$ cat src/rtl/risc16_pkg.sv
// -----------------------------------------------------------------------------
// risc16_pkg
//   Shared constants and types for the RISC-16 instruction-fetch front end.
//   - RISC16_ADDR_W   : PC / instruction-memory word-address width
//   - RISC16_INSTR_W  : instruction word width
//   - RISC16_RESET_PC : first fetch address after reset
//   - fetch_entry_t   : {pc, instr} pair handed from fetch to decode
// -----------------------------------------------------------------------------
package risc16_pkg;

   localparam int RISC16_ADDR_W  = 16;
   localparam int RISC16_INSTR_W = 16;

   localparam logic [RISC16_ADDR_W-1:0] RISC16_RESET_PC = 16'h0000;

   typedef struct packed {
      logic [RISC16_ADDR_W-1:0]  pc;
      logic [RISC16_INSTR_W-1:0] instr;
   } fetch_entry_t;

endpackage

$ cat src/rtl/risc16_sync_fifo.sv
// -----------------------------------------------------------------------------
// risc16_sync_fifo
//   Single-clock FIFO of DEPTH entries of WIDTH bits with a synchronous flush.
//   The head entry is read straight from the storage array at the read
//   pointer, so head_data is a pure function of registers.
// Ports
//   clk        in   clock, rising edge
//   rst        in   asynchronous, active-low reset
//   flush      in   drop all entries (wins over push/pop in the same cycle)
//   push       in   write push_data at the tail
//   push_data  in   WIDTH-bit write data
//   pop        in   remove the head entry (ignored when empty)
//   head_data  out  current head entry
//   count      out  number of stored entries, 0..DEPTH
//   full       out  count == DEPTH
//   empty      out  count == 0
// A push into a full FIFO is accepted only when a pop happens in the same
// cycle; any other push into a full FIFO is an overflow and is flagged by an
// assertion.
// -----------------------------------------------------------------------------
module risc16_sync_fifo #(
   parameter int WIDTH = 32,
   parameter int DEPTH = 4
) (
   input  logic                     clk,
   input  logic                     rst,
   input  logic                     flush,
   input  logic                     push,
   input  logic [WIDTH-1:0]         push_data,
   input  logic                     pop,
   output logic [WIDTH-1:0]         head_data,
   output logic [$clog2(DEPTH):0]   count,
   output logic                     full,
   output logic                     empty
);

   localparam int AW = $clog2(DEPTH);
   localparam int CW = AW + 1;

   logic [WIDTH-1:0] mem [DEPTH];
   logic [AW-1:0]    wr_ptr_q;
   logic [AW-1:0]    rd_ptr_q;
   logic [CW-1:0]    count_q;
   logic             push_en;
   logic             pop_en;

   assign empty   = (count_q == '0);
   assign full    = (count_q == CW'(DEPTH));
   assign pop_en  = pop && !empty;
   assign push_en = push && (!full || pop_en);

   always_ff @(posedge clk or negedge rst) begin
      if (!rst) begin
         wr_ptr_q <= '0;
         rd_ptr_q <= '0;
         count_q  <= '0;
         for (int i = 0; i < DEPTH; i++) begin
            mem[i] <= '0;
         end
      end else if (flush) begin
         wr_ptr_q <= '0;
         rd_ptr_q <= '0;
         count_q  <= '0;
      end else begin
         if (push_en) begin
            mem[wr_ptr_q] <= push_data;
            wr_ptr_q      <= wr_ptr_q + AW'(1);
         end
         if (pop_en) begin
            rd_ptr_q <= rd_ptr_q + AW'(1);
         end
         case ({push_en, pop_en})
            2'b10:   count_q <= count_q + CW'(1);
            2'b01:   count_q <= count_q - CW'(1);
            default: count_q <= count_q;
         endcase
      end
   end

   assign head_data = mem[rd_ptr_q];
   assign count     = count_q;

   a_no_overflow: assert property (@(posedge clk) disable iff (!rst)
      !(push && full && !pop_en && !flush));

endmodule

$ cat src/rtl/risc16_fetch_unit.sv
// -----------------------------------------------------------------------------
// risc16_fetch_unit
//   Instruction-fetch front end of the RISC-16 core. Issues word addresses to
//   instruction memory, buffers in-order responses in a DEPTH-entry prefetch
//   queue and presents {pc, instr} to decode. A redirect (taken BEQ / JALR)
//   flushes everything and restarts fetch at redirect_pc; responses that
//   belong to requests issued before the redirect are discarded.
// Ports
//   clk, rst                       clock (rising edge), async active-low reset
//   imem_req_valid/ready/addr      fetch request channel to imem
//   imem_rsp_valid/data            in-order fetch responses, latency >= 1
//   redirect_valid/pc              restart fetch at redirect_pc
//   if_valid/ready/pc/instr        head of the prefetch queue to decode
// Handshake rule for both request and if_* channels: a transfer happens on a
// rising edge where valid && ready are both 1; once valid is raised the
// payload is held stable until that transfer (a redirect may still withdraw
// imem_req_valid, since it cancels the fetch stream). imem_rsp has no ready:
// it is always accepted.
// Credit: a request is only issued while queued + outstanding < DEPTH, so
// every response has a queue slot waiting for it.
// -----------------------------------------------------------------------------
module risc16_fetch_unit
   import risc16_pkg::*;
#(
   parameter int                DEPTH    = 4,
   parameter int                ADDR_W   = RISC16_ADDR_W,
   parameter logic [ADDR_W-1:0] RESET_PC = ADDR_W'(RISC16_RESET_PC)
) (
   input  logic                      clk,
   input  logic                      rst,
   output logic                      imem_req_valid,
   input  logic                      imem_req_ready,
   output logic [ADDR_W-1:0]         imem_req_addr,
   input  logic                      imem_rsp_valid,
   input  logic [RISC16_INSTR_W-1:0] imem_rsp_data,
   input  logic                      redirect_valid,
   input  logic [ADDR_W-1:0]         redirect_pc,
   output logic                      if_valid,
   input  logic                      if_ready,
   output logic [ADDR_W-1:0]         if_pc,
   output logic [RISC16_INSTR_W-1:0] if_instr
);

   localparam int CW      = $clog2(DEPTH) + 1;
   localparam int ENTRY_W = ADDR_W + RISC16_INSTR_W;

   logic [ADDR_W-1:0]  fetch_pc_q;
   logic [CW-1:0]      outstanding_q;
   logic [CW-1:0]      outstanding_d;
   logic [CW-1:0]      drop_cnt_q;
   logic [CW-1:0]      drop_cnt_d;
   logic               started_q;

   logic [CW-1:0]      q_count;
   logic               q_full;
   logic               q_empty;
   logic [ENTRY_W-1:0] q_head;

   logic [ADDR_W-1:0]  tag_pc;
   logic [CW-1:0]      tag_count;
   logic               tag_full;
   logic               tag_empty;

   logic [CW:0]        in_use;
   logic               credit_ok;
   logic               req_fire;
   logic               rsp_drop;
   logic               rsp_accept;
   logic               if_fire;
   logic               unused_fifo_status;

   // ---------------------------------------------------------------- request
   assign in_use    = {1'b0, q_count} + {1'b0, outstanding_q};
   assign credit_ok = (in_use < (CW+1)'(DEPTH));

   // started_q holds requests off during the cycle reset is released, so the
   // first request appears in the first full cycle after reset.
   assign imem_req_valid = started_q && credit_ok && !tag_full && !redirect_valid;
   assign imem_req_addr  = fetch_pc_q;
   assign req_fire       = imem_req_valid && imem_req_ready;

   // --------------------------------------------------------------- response
   // A response arriving in the redirect cycle belongs to the old stream.
   assign rsp_drop   = imem_rsp_valid && ((drop_cnt_q != '0) || redirect_valid);
   assign rsp_accept = imem_rsp_valid && !rsp_drop && !tag_empty;
   assign if_fire    = if_valid && if_ready;

   always_comb begin
      outstanding_d = outstanding_q;
      if (req_fire && !imem_rsp_valid) begin
         outstanding_d = outstanding_q + CW'(1);
      end else if (!req_fire && imem_rsp_valid) begin
         outstanding_d = outstanding_q - CW'(1);
      end

      // No request fires in a redirect cycle, so outstanding_d there is
      // exactly the set of old-stream responses still to come: drop them all.
      drop_cnt_d = drop_cnt_q;
      if (redirect_valid) begin
         drop_cnt_d = outstanding_d;
      end else if (imem_rsp_valid && (drop_cnt_q != '0)) begin
         drop_cnt_d = drop_cnt_q - CW'(1);
      end
   end

   always_ff @(posedge clk or negedge rst) begin
      if (!rst) begin
         fetch_pc_q    <= RESET_PC;
         outstanding_q <= '0;
         drop_cnt_q    <= '0;
         started_q     <= 1'b0;
      end else begin
         started_q     <= 1'b1;
         outstanding_q <= outstanding_d;
         drop_cnt_q    <= drop_cnt_d;
         if (redirect_valid) begin
            fetch_pc_q <= redirect_pc;
         end else if (req_fire) begin
            fetch_pc_q <= fetch_pc_q + ADDR_W'(1);
         end
      end
   end

   // ------------------------------------------------------ request PC tags
   // One tag per live request, popped by the matching response, so the PC
   // paired with each instruction is the address that fetched it.
   risc16_sync_fifo #(
      .WIDTH (ADDR_W),
      .DEPTH (DEPTH)
   ) u_tag_fifo (
      .clk       (clk),
      .rst       (rst),
      .flush     (redirect_valid),
      .push      (req_fire),
      .push_data (fetch_pc_q),
      .pop       (rsp_accept),
      .head_data (tag_pc),
      .count     (tag_count),
      .full      (tag_full),
      .empty     (tag_empty)
   );

   // --------------------------------------------------------- prefetch queue
   // A redirect coinciding with an if handshake flushes the queue; the head
   // (the branch itself) has been taken by decode on that same edge.
   risc16_sync_fifo #(
      .WIDTH (ENTRY_W),
      .DEPTH (DEPTH)
   ) u_prefetch_q (
      .clk       (clk),
      .rst       (rst),
      .flush     (redirect_valid),
      .push      (rsp_accept),
      .push_data ({tag_pc, imem_rsp_data}),
      .pop       (if_fire),
      .head_data (q_head),
      .count     (q_count),
      .full      (q_full),
      .empty     (q_empty)
   );

   assign if_valid = !q_empty;
   assign if_pc    = q_head[ENTRY_W-1 -: ADDR_W];
   assign if_instr = q_head[RISC16_INSTR_W-1:0];

   assign unused_fifo_status = ^{tag_count, q_full};

endmodule
$ cat config.mk
export PLATFORM = sky130hd
export DESIGN_NAME = risc16_fetch_unit
export DESIGN_NICKNAME = d
export VERILOG_FILES = /design/src/rtl/risc16_pkg.sv /design/src/rtl/risc16_sync_fifo.sv /design/src/rtl/risc16_fetch_unit.sv
export SDC_FILE = /design/constraint.sdc
export NUM_CORES = 1
export LEC_CHECK = 0
export ABC_AREA = 1
export BUFFER_PORTS_ARGS = -buffer_cell sky130_fd_sc_hd__buf_2
export CAP_MARGIN = 15
export CELL_PAD_IN_SITES_DETAIL_PLACEMENT = 1
export CELL_PAD_IN_SITES_GLOBAL_PLACEMENT = 2
export CORE_UTILIZATION = 36
export CTS_CLUSTER_DIAMETER = 100
export DETAILED_ROUTE_END_ITERATION = 8
export GPL_TIMING_DRIVEN = 0
export PLACE_DENSITY = 0.75
export SLEW_MARGIN = 25
export SYNTH_ARGS = -nofsm -noshare
export SYNTH_HDL_FRONTEND = slang
export SYNTH_SLANG_ARGS = --single-unit
$ cat constraint.sdc
create_clock -name clk -period 2.85 [get_ports clk]
set_input_delay 0.57 -clock clk [delete_from_list [all_inputs] [get_ports clk]]
set_output_delay 0.57 -clock clk [all_outputs]
set_load 0.01 [all_outputs]
==> out/qor.txt, run 1 <==
DRT iter0 DRCs -> 516
Port Buf Inserts -> 87
RSZ-0062 raised after global routing -> no
ANT cells -> 0
crit start category -> flip-flop
Worst Tran Pin Value -> 763 ps
HPWL after DPL -> 23200 um
Clock Tree Root -> clkbuf_16
DP Area -> 0.0116 mm2
Crit Path Class -> reg -> out
worst hold-check path type -> in -> async
sequential fraction of the synthesis area -> 54.0%
failing checks -> negative hold slack
synthesized cell area -> 0.0106 mm2
Slew Viols, Final -> 0
chip height -> 174 um
Setup Slack @ Placement -> -12.5 ps
fmax -> 0.366 GHz
top-area cell type share of the netlist area -> 54.0%
Num CTS Buffers -> 28
Fin Setup TNS -> 0 ps
H-tree levels -> 1
fin crit period -> 2730 ps
leading area contributor after synthesis -> dfrtp_1
Pre-antenna DRT Iters -> 5
first-pass GRT wire length -> 55000 um
pin count of the biggest net entering global routing -> 85
met2 Use GR -> 38.4%
dominant synthesized flop cell -> dfrtp_1
Num Clock Sinks -> 229
GRT Util Overall -> 23.1%
final setup vio count -> 0
register bit total from synthesis -> 229
Yosys warning total -> 0
syn_nets -> 1323
critical-path maximum fanout -> 10
vias -> 9144
GP Congestion -> 0.779
slew margin rel. -> 49.1%
Via density -> 5.10
vias in the first global route -> 9552
CTS tree -> done
Die X -> 174 um
final setup skew -> 8.46 ps
GRT overflow -> 0
syn_area_per_cell -> 8.37 um2
CTS Buffer Depth -> 3
Clock transition at path regs -> 60 ps
P_leak -> 6.44 nW
FILL cells -> 3520
Final Total Pwr -> 11.0 mW
synth top area cells -> dfrtp_1 (54%), nand2_1 (14%), o21ai_0 (11%)
final hold violation count -> 3
Final WS setup -> 116 ps
GR Layer Usage met3 -> 2.65%
initial antenna violation count -> 0
core area -> 0.0289 mm2
number of synthesized flops with an enable pin -> 0
Antenna Nets Post-Route -> 0
CP Data Arrival Time -> 2160 ps
share of layout cells above drive strength 1 -> 14.6%
Max IR drop VDD -> 0.528 mV
PD cells -> 873 mW/mm2
io pins -> 88
Area Growth Syn to Fin -> 19.1%
Crit. End Element -> primary output
die area -> 0.0302 mm2
fin crit share -> 95.9%
GRT busiest layer -> met2
met1 Usage GRT -> 32.7%
Distinct cells, synth -> 35
drc violations -> 0
cell area after layout -> 0.0126 mm2
hold_ws -> -7.21 ps
Total Nets Final -> 1442
Crit path required time -> 2280 ps
Initial Util -> 36.8%
WL final -> 34000 um
Clock Latency Late Sink -> 550 ps
WL per Instance -> 19.0 um
# rows -> 62
Max-Cap Viols -> 0
ys async rst share -> 100%
synthesized instance count -> 1268
status -> finished with violations
==> area by class of cell <==
class                           instances  area, um2  share of cell area, %
Sequential cell                       229       5730                   45.4
Multi-Input combinational cell        896       4230                   33.5
Clock buffer                           43        878                   6.95
Timing Repair Buffer                   89        500                   3.96
Tap cell                              384        480                   3.80
Buffer                                 71        459                   3.63
Inverter                               72        277                   2.19
Clock inverter                          9       76.3                  0.604
==> routing by layer <==
metal  up-vias  wire length (um)
li1       4374                 -
met1      4594             16300
met2       135             16100
met3        41              1030
met4         0               557
met5         -                 0
==> placed cells by master, fill, tap and decap left out, types with 8 or more instances in the layout <==
cell	synthesis	routed
o21ai_1	13	14
buf_2	11	96
clkbuf_16	0	29
dfrtp_1	229	229
nor2_1	118	118
o22ai_1	48	44
inv_1	63	63
clkbuf_2	0	8
nand2_1	397	397
o21ai_0	225	224
clkbuf_8	0	15
ha_1	15	15
xor2_1	12	12
a21oi_1	10	10
buf_6	13	13
clkbuf_1	43	33
nand3_1	19	19
==> through the flow <==
step	std cells	util [%]
2_1_floorplan	1268	-
4_1_cts	1793	43.7
3_3_place_gp	1739	39.9
5_1_grt	1793	43.8
3_5_place_dp	1741	40.2
6_report	1793	43.8
==> logic make-up (layout without fill, tap and decap cells) <==
kind of cell	count (synthesis)	in the layout	share of synthesized area (%)
other cells	1	1	0.0354
fa+ha+maj	17	17	2.15
buf+inv	143	284	6.31
xor+xnor	16	16	1.39
simple gates	552	552	20.5
flops	229	229	54.0
compound gates	310	310	15.6
==> power breakdown <==
group	internal (mW)	switching (mW)
Combinational	1.11	2.03
Sequential	3.85	0.399
Clock	2.20	1.44
Total	7.16	3.87
==> Yosys cell counts (2+ instances only) <==
library cell / instances
o22ai_1: 48
o211ai_1: 5
nand2_2: 2
nor2_1: 118
buf_2: 11
xor2_1: 12
o21ai_0: 225
buf_6: 13
nand2_1: 397
clkbuf_1: 43
o221ai_1: 5
o21ai_2: 3
nand4_1: 3
nand3_1: 19
inv_1: 63
o21ai_1: 13
dfrtp_1: 229
buf_4: 4
ha_1: 15
fa_1: 2
nand2_4: 5
nand3_2: 2
xnor2_1: 3
nor3_1: 3
inv_2: 6
a21oi_1: 10
==> path summary, 6_finish.rpt <==
| kind | startpoint | endpoint | slack (ps) | cells past startpoint |
|---|---|---|---|---|
| worst max register to register | u_prefetch_q.count[2] | u_tag_fifo.count[2] | 400 | 12 |
| min in group clk | redirect_pc[5] | imem_req_addr[5] | 240 | 3 |
| max in group asynchronous | rst | u_tag_fifo.mem[10] | 1580 | 3 |
| worst max-delay path | u_prefetch_q.rd_ptr_q[0] | if_pc[0] | 120 | 7 |
| worst min register to register | u_prefetch_q.mem[89] | u_prefetch_q.mem[89] | 480 | 2 |
| worst min-delay path | rst | u_prefetch_q.mem[3] | -7 | 1 |
==> repair_timing <==
item	in CTS	in global routing
resized for setup	27	6
pin swaps	1	0
setup buffers	0	0
hold buffers	0	0
endpoints found under the setup margin	32	24
==> sequential cells by signal, summed over array words and instances (netlist names) <==
signal	flops
u_prefetch_q.mem	128
u_tag_fifo.mem	64
imem_req_addr	16
drop_cnt_q	3
outstanding_q	3
u_prefetch_q.count	3
u_tag_fifo.count	3
u_prefetch_q.rd_ptr_q	2
u_prefetch_q.wr_ptr_q	2
u_tag_fifo.rd_ptr_q	2
u_tag_fifo.wr_ptr_q	2
started_q	1
==> worst max-delay path: stages, from the launching register on <==
cell and delay, ps:
dfrtp_1 380, clkbuf_4 250, inv_1 70, buf_4 180, clkbuf_8 180, o21ai_0 240, o22ai_2 150, buf_2 160
Power figures use the tool's default switching activity.
==> run 2: changes to the inputs <==
CORE_UTILIZATION = 39   (was 36)
PLACE_DENSITY = 0.8   (was 0.75)
clock period = 3.5 ns   (was 2.85 ns; I/O delays follow)
==> out/qor.txt, run 2 (same netlist as run 1, synthesis figures left out) <==
status -> complete, no violations
io pins -> 88 (unchanged)
PD cells -> 701 mW/mm2 (-20%)
P_leak -> 6.32 nW (-1.9%)
M1 WL -> 15600 um (-4.5%)
reg2reg setup slack -> 1100 ps (+700 ps)
Pre-antenna DRT Iters -> 4 (-1)
Int Pwr -> 5.59 mW (-22%)
GRT overflow -> 0 (unchanged)
Area Growth Syn to Fin -> 16.6%
CP startpoint -> u_prefetch_q.rd_ptr_q[0]
postcts setup bufs -> 0 (unchanged)
DRT iter0 DRCs -> 559 (+8.3%)
Max-Cap Viols -> 0 (unchanged)
pin count of the biggest net entering global routing -> 83 (-2.4%)
combinational power share -> 28.9% (+0.5 points)
fin crit period -> 3320 ps
Die X -> 167 um (-3.9%)
switching share of power -> 35.5% (+0.48 points)
final setup skew -> 14.2 ps (+5.76 ps)
critical-path maximum fanout -> 10 (unchanged)
Clock Tree Root -> clkbuf_16
RSZ-0062 raised after global routing -> no
first-pass GRT wire length -> 54700 um (-0.55%)
CTS tree -> done
die area -> 0.0279 mm2 (-7.6%)
Crit. End Element -> primary output
Num Clock Sinks -> 229 (unchanged)
sequential power share -> 39.9% (+1.4 points)
Crit Path Class -> reg -> out
Antenna Nets Post-Route -> 0 (unchanged)
FILL cells -> 3306 (-6.1%)
Sw Pwr -> 3.08 mW (-20%)
met3 wire length -> 1050 um (+1.9%)
WL per Instance -> 19.3 um (+1.8%)
Num CTS Buffers -> 27 (-3.6%)
ANT cells -> 0 (unchanged)
Fin Setup TNS -> 0 ps (unchanged)
Clock transition at path regs -> 60 ps (about the same)
commonest non-fill, non-tap cell in the layout -> nand2_1
chip height -> 167 um (-3.9%)
worst r2r src -> u_prefetch_q.count[2]
vias -> 9092 (-0.57%)
final hold violation count -> 0 (-3)
Worst Tran Pin Value -> 740 ps (-23.0 ps)
Setup Slack @ Placement -> 479 ps (+492 ps)
HPWL after DPL -> 22700 um (-2.0%)
drc violations -> 0 (unchanged)
vias in the first global route -> 9734 (+1.9%)
GP Congestion -> 0.783 (+0.44%)
Final WS setup -> 182 ps (+66.0 ps)
initial antenna violation count -> 0 (unchanged)
fin crit share -> 94.8%
Crit path required time -> 2800 ps (+520 ps)
H-tree levels -> 1 (unchanged)
WL final -> 33600 um (-1.2%)
slew margin rel. -> 50.6% (+1.5 points)
CTS Buffer Depth -> 3 (unchanged)
Final Total Pwr -> 8.67 mW (-21%)
Max IR drop VDD -> 0.321 mV (-39%)
Clock Latency Late Sink -> 540 ps (about the same)
most frequent cells in the layout -> nand2_1 (397), dfrtp_1 (229), o21ai_0 (225)
Layout Utilization -> 46.1% (+2.4 points)
hold_ws -> 120 ps (+127 ps)
Port Buf Inserts -> 87 (unchanged)
clock power share -> 31.2% (-1.8 points)
crit start category -> flip-flop
GRT Util Overall -> 25.0% (+1.9 points)
Slew Viols, Final -> 0 (unchanged)
worst reg2reg path endpoint -> u_tag_fifo.count[2]
Total Nets Final -> 1441 (-0.069%)
# rows -> 60 (-3.2%)
CP Data Arrival Time -> 2620 ps (+460 ps)
Biggest register -> u_prefetch_q.mem
worst-case reg-to-reg path depth -> 12 (unchanged)
share of layout cells above drive strength 1 -> 13.1% (-1.5 points)
worst hold-check path type -> in -> async
uppermost layer routed -> met4
Initial Util -> 39.6% (+2.8 points)
fmax -> 0.301 GHz
Via density -> 5.22 (+2.4%)
Largest register FFs -> 128 (unchanged)
final setup vio count -> 0 (unchanged)
routed wl met2 -> 16200 um (+0.62%)
core area -> 0.0268 mm2 (-7.1%)
==> run 2: worst max-delay path by stage <==
stage               slack (ps)  depth (start not counted)                  end
floorplan                 1320                         11  u_tag_fifo.count[2]
global placement         -2690                          1    imem_req_addr[10]
detailed placement         480                          7            if_pc[14]
CTS                         30                          7             if_pc[0]
global route                50                          7         if_instr[11]
finish                     180                          7         if_instr[11]
==> run 2: stage by stage <==
step | area [um2] | std cells
2_1_floorplan | 10600 | 1268
3_3_place_gp | 11500 | 1696
3_5_place_dp | 11500 | 1698
4_1_cts | 12400 | 1741
5_1_grt | 12400 | 1741
6_report | 12400 | 1741
==> run 2: routing by layer <==
| layer | vias up | global-route usage (%) |
|---|---|---|
| met1 | 4516 | 33.9 |
| met2 | 169 | 42.7 |
| met3 | 46 | 2.88 |
| met5 | - | 0 |
| met4 | 0 | 5.92 |
| li1 | 4361 | - |
==> run 2: cell type report <==
cell class                 count  area (um2)  share of cell area [%]
timing repair buffer          89         500                    4.05
clock buffer                  37         773                    6.25
multi-input combinational    896        4210                    34.0
tap                          341         427                    3.45
buffer                        71         398                    3.22
sequential                   229        5730                    46.3
clock inverter                 6        55.1                   0.445
inverter                      72         277                    2.24
==> run 2: power groups by stage <==
stage / Combinational (mW) / Sequential, mW / Clock, mW
after floorplan: 1.56 / 3.43 / 0
after global placement: 2.44 / 3.48 / 0
after detailed placement: 2.52 / 3.50 / 0
after CTS: 2.53 / 3.46 / 2.75
after global routing: 2.84 / 3.52 / 2.85
final: 2.51 / 3.46 / 2.70
==> run 2: worst max-delay path, stage by stage, from the launching register on <==
cell and delay, ps:
dfrtp_1 400, clkbuf_1 310, inv_1 150, buf_2 230
clkbuf_1 430, o21ai_0 180, o22ai_1 220, buf_2 170
==> run 2: what timing repair did <==
item / CTS / global route
pin swaps: 0 / 0
gates resized for setup: 1 / 6
hold buffers: 0 / 0
gates cloned: 0 / 0
setup endpoints to repair: 6 / 7
